## config.mk

```make
export PLATFORM = sky130hd
export DESIGN_NAME = dma_blockmove
export DESIGN_NICKNAME = d
export VERILOG_FILES = /design/src/rtl/dma_blockmove.sv
export SDC_FILE = /design/constraint.sdc
export NUM_CORES = 1
export LEC_CHECK = 0
export BUFFER_PORTS_ARGS = -buffer_cell sky130_fd_sc_hd__buf_2
export CAP_MARGIN = 20
export CORE_UTILIZATION = 45
export DETAILED_ROUTE_END_ITERATION = 16
export PLACE_DENSITY = 0.74
export SYNTH_ARGS = -nofsm -noshare
export SYNTH_HDL_FRONTEND = slang
export SYNTH_SLANG_ARGS = --single-unit
```

## constraint.sdc

```tcl
create_clock -name clk -period 2.3 [get_ports clk]
set_input_delay 0.23 -clock clk [delete_from_list [all_inputs] [get_ports clk]]
set_output_delay 0.23 -clock clk [all_outputs]
set_load 0.01 [all_outputs]
```

## src/rtl/dma_blockmove.sv

```systemverilog
// Block-move engine on one port of the dual-port work RAM: copies RAM to RAM
// (read, then write, per byte) or fills a range with a constant (one write per byte).
module dma_blockmove #(
    parameter int AW = 14,
    parameter int DW = 8
) (
    input  logic          clk,
    input  logic          reset,
    input  logic [2:0]    io_addr,
    input  logic          io_wr,
    input  logic [DW-1:0] io_wdata,
    output logic [DW-1:0] io_rdata,
    output logic [AW-1:0] mem_ad,
    output logic [DW-1:0] mem_din,
    output logic          mem_ce,
    output logic          mem_we,
    output logic          mem_oce,
    input  logic [DW-1:0] mem_dout,
    output logic          busy,
    output logic          done_pulse
);

    // state  | meaning
    // S_IDLE | no transfer, RAM port quiet, registers writable
    // S_RD   | copy only: read SRC, data returns next cycle
    // S_WR   | write DST with mem_dout (copy) or FILL (fill), then advance
    typedef enum logic [1:0] {
        S_IDLE = 2'd0,
        S_RD   = 2'd1,
        S_WR   = 2'd2
    } state_t;

    state_t        state_q, state_d;
    logic [AW-1:0] src_q, src_d, dst_q, dst_d, len_q, len_d;
    logic [DW-1:0] fill_q, fill_d;
    logic          mode_q, mode_d, done_q, done_d, pulse_q, pulse_d;
    logic [AW-1:0] len_dec;
    logic          ctrl_wr, start, abort, last;

    assign ctrl_wr = io_wr && (io_addr == 3'd7);
    // ABORT beats START when both arrive in the same write
    assign abort   = ctrl_wr && io_wdata[2];
    assign start   = ctrl_wr && io_wdata[0] && !io_wdata[2];
    assign len_dec = len_q - AW'(1);
    assign last    = (len_dec == '0);

    always_ff @(posedge clk or posedge reset) begin
        if (reset) state_q <= S_IDLE;
        else       state_q <= state_d;
    end

    always_comb begin
        state_d = state_q;
        case (state_q)
            S_IDLE: if (start && (len_q != '0)) state_d = io_wdata[1] ? S_WR : S_RD;
            S_RD:   state_d = abort ? S_IDLE : S_WR;
            S_WR: begin
                if (abort || last) state_d = S_IDLE;
                else               state_d = mode_q ? S_WR : S_RD;
            end
            default: state_d = S_IDLE;
        endcase
    end

    always_comb begin
        mem_ce  = 1'b0;
        mem_we  = 1'b0;
        mem_ad  = '0;
        mem_din = '0;
        case (state_q)
            S_RD: begin
                mem_ce = 1'b1;
                mem_ad = src_q;
            end
            S_WR: begin
                mem_ce  = 1'b1;
                mem_we  = 1'b1;
                mem_ad  = dst_q;
                mem_din = mode_q ? fill_q : mem_dout;
            end
            default: ;
        endcase
    end

    assign mem_oce    = 1'b1;
    assign busy       = (state_q != S_IDLE);
    assign done_pulse = pulse_q;

    always_comb begin
        src_d   = src_q;
        dst_d   = dst_q;
        len_d   = len_q;
        fill_d  = fill_q;
        mode_d  = mode_q;
        done_d  = done_q;
        pulse_d = 1'b0;
        if (state_q == S_IDLE) begin
            if (io_wr) begin
                case (io_addr)
                    3'd0: src_d[DW-1:0]  = io_wdata;
                    3'd1: src_d[AW-1:DW] = io_wdata[AW-DW-1:0];
                    3'd2: dst_d[DW-1:0]  = io_wdata;
                    3'd3: dst_d[AW-1:DW] = io_wdata[AW-DW-1:0];
                    3'd4: len_d[DW-1:0]  = io_wdata;
                    3'd5: len_d[AW-1:DW] = io_wdata[AW-DW-1:0];
                    3'd6: fill_d         = io_wdata;
                    default: begin
                        if (start) begin
                            mode_d  = io_wdata[1];
                            done_d  = (len_q == '0);
                            pulse_d = (len_q == '0);
                        end
                    end
                endcase
            end
        end else if (state_q == S_WR) begin
            // the write in flight always completes, so progress advances even on abort
            dst_d = dst_q + AW'(1);
            if (!mode_q) src_d = src_q + AW'(1);
            len_d = len_dec;
            if (last && !abort) begin
                done_d  = 1'b1;
                pulse_d = 1'b1;
            end
        end
    end

    always_ff @(posedge clk or posedge reset) begin
        if (reset) begin
            src_q   <= '0;
            dst_q   <= '0;
            len_q   <= '0;
            fill_q  <= '0;
            mode_q  <= 1'b0;
            done_q  <= 1'b0;
            pulse_q <= 1'b0;
        end else begin
            src_q   <= src_d;
            dst_q   <= dst_d;
            len_q   <= len_d;
            fill_q  <= fill_d;
            mode_q  <= mode_d;
            done_q  <= done_d;
            pulse_q <= pulse_d;
        end
    end

    always_comb begin
        io_rdata = '0;
        case (io_addr)
            3'd0:    io_rdata = src_q[DW-1:0];
            3'd1:    io_rdata = DW'(src_q >> DW);
            3'd2:    io_rdata = dst_q[DW-1:0];
            3'd3:    io_rdata = DW'(dst_q >> DW);
            3'd4:    io_rdata = len_q[DW-1:0];
            3'd5:    io_rdata = DW'(len_q >> DW);
            3'd6:    io_rdata = fill_q;
            default: io_rdata = {{(DW-3){1'b0}}, mode_q, done_q, busy};
        endcase
    end

endmodule

```

==> results.toml <==
[power]
power_mw = 6.702
peakVddDrop_v = 0.0008226
leakage_nw = 2.097
power_density_nw_per_um2 = 1361

[detailed_routing]
wl_met2_um = 6114
drc = 0
drt.antenna.violating_nets = 0
wl_met3_um = 1231
drt_iter0_drc = 377
wl_um = 13670
highest_layer = "met4"
vias = 4324
wl_met1_um = 5770
wl_per_cell_um = 20.01
via_per_inst = 6.331
drtPass1Iterations = 6

[clock_tree]
insertion_delay_ps = 320
clkTransAtPathRegs_ps = 110
clk_path_buf_depth = 2
post-cts-setup-buffer-count = 0
cts_tree = "yes"
cts.sink_count = 55
h-tree-depth = 2
cts_buffers = 5
cts-root-buf = "clkbuf_8"

[logic_synthesis]
syn_area_per_cell_um2 = 8.544
yosysUniqueCellTypes = 68
synth-edff-count = 0
synth_cells = 501
synth-seq-cells = 55
syn-num-nets = 531
synth_commonest_cells = "55 x dfrtp_1, 44 x nand2_1, 39 x o21ai_0"
synth_seq_area_share = 0.3215
synth_area_um2 = 4280
yosysTopAreaCellShare = 0.3215
synth_top_cells_by_area = "dfrtp_1 32%, a22o_1 4.9%, o21ai_0 4.6%, mux2_2 4.5%, mux2i_1 4.4%"
synth_most_common_cell = "dfrtp_1"
yosys.area.top_type = "dfrtp_1"
synth-main-ff-cell = "dfrtp_1"
yosysWarnings = 0
async_flop_share = 1.000

[worst_setup_path]
crit_chain = "buf_4, or4_4, nor4_4, xnor2_1, o2111ai_1, o21ai_0"
slowest_delay_ps = 610
r2r_slack_ps = 150
critPathKind = "register to register"
required_ps = 2530
end_kind = "register"
slowest_stage = "or4_4"
crit_fanout = 7
start_kind = "register"
worstPathArrival_ps = 2380

[worst_hold_path]
min_path_type = "input pin to register"

[floorplan]
die_area_um2 = 9906
io_pins = 57
core-area_um2 = 9240
start_util = 0.4632
rows = 35
fp.dieH_um = 99.53
die_w_um = 99.53

[place]
io_buffers = 55
pre_cts_ws_ps = 164.7
dp_cells = 674
globalplace.congestion = 0.9328
hpwlAfterDp_um = 10020
placed_area_um2 = 4795

[finish]
nets = 583
syn_to_final_growth_pct = 15.05
drive_gt1_frac = 0.2401
num_antenna_cells = 0
stdcell_area_um2 = 4925
instances_no_fill = 683

[sta]
rsz0062_at_grt = "no"
fmax_ghz = 0.4654
setup_viol = 0
finalSetupTns_ps = 0
setup_ws_ps = 151.2
worstMarginPinSlew_ps = 600.6
slew_headroom = 0.5996
period_minus_slack_ps = 2149
final-hold-violation-count = 0
finalClockSkew_ps = 11.97
finalCritPeriodShare = 0.9343
slew_viol_final = 0

[run_status]
status = "complete, no violations"

[global_routing]
overflow = 0
antenna_found_initial = 0
grt_start_max_net_pins = 35
grt_first_pass_wirelength_um = 21990
groute.usage.overall = 0.2863
grt_pass1_vias = 4141

[run]
max_cap_violations = 0
==> kinds of logic (layout without fill, tap and decap cells) <==
group / Yosys count / count (layout) / synth area share
compound gates: 166 / 166 / 0.2640
other cells: 1 / 1 / 0.0008761
fa+ha+maj: 8 / 8 / 0.02339
flops: 55 / 55 / 0.3215
xor+xnor: 3 / 3 / 0.006140
mux: 41 / 41 / 0.1155
simple gates: 168 / 168 / 0.2111
buf+inv: 59 / 112 / 0.05758
==> layout make-up <==
class                           instances  area, um^2
Clock inverter                          1       7.507
Clock buffer                            7       96.34
Timing Repair Buffer                   87       543.0
Fill cell                             874        4315
Sequential cell                        55        1376
Multi-Input combinational cell        387        2676
Inverter                               17       63.81
Tap cell                              129       161.4
==> report_power, final <==
group	switching, mW	internal (mW)	total (mW)
Clock	0.348	0.275	0.623
Sequential	0.706	1.41	2.12
Combinational	2.21	1.75	3.96
Total	3.27	3.44	6.70
==> what timing repair did <==
action,4_1_cts,5_1_grt
endpoints found under the hold margin,21,0
setup endpoints to repair,0,1
hold buffers,1,0
gates resized for setup,0,2
==> metal layers <==
layer	GRT usage	vias up
met5	0	-
met4	0.1199	0
met3	0.03654	51
met2	0.4471	250
met1	0.4013	2049
li1	-	1974
==> worst max-delay path, delay by kind of cell (launching register included) <==
family | cells | cell delay, ps
buffers and inverters | 1 | 160
xor gates and xnor gates | 1 | 200
and+or+nand+nor | 2 | 920
DFF | 1 | 390
AOI/OAI and AO/OA | 2 | 390
==> layout by cell type, fill, tap and decap left out, types with 6 or more instances in the layout <==
master and count:
nand3_1 14, a22oi_1 15, buf_2 55, nand2b_1 7, o21ai_0 39, a22o_1 24, inv_1 15, a21oi_1 24
nor3_1 9, mux2_2 17, clkbuf_8 7, and3_1 8, nand2_1 44, o22ai_1 8, nor2_1 24, a31oi_1 10
nand4_1 6, mux2i_1 19, nor2b_1 28, o31ai_1 12, ha_1 7, dfrtp_1 55, buf_4 29
==> registers in the layout (all words and copies together), names as in the netlist <==
| register | cells |
|---|---|
| src_q | 14 |
| state_q | 2 |
| len_q | 14 |
| mode_q | 1 |
| fill_q | 8 |
| done_pulse | 1 |
| done_q | 1 |
| dst_q | 14 |
==> worst paths after layout <==
check / from / end / cells after the start
setup / recovery: len_q[1] / done_pulse / 6
hold / removal: io_wdata[7] / fill_q[7] / 2
setup reg to reg: len_q[1] / done_pulse / 6
hold reg to reg: done_q / done_q / 2
max in group asynchronous: reset / dst_q[3] / 4
min in group asynchronous: reset / dst_q[13] / 3
==> stage by stage <==
step | util | hold WS, ps
finish | 0.5330 | 196.6
global route | 0.5330 | 206.9
CTS | 0.5312 | 193.4
detailed placement | 0.5189 | 280.8
global placement | 0.5189 | 271.9
floorplan | - | 377.0
(Power assumes the default switching activity.)
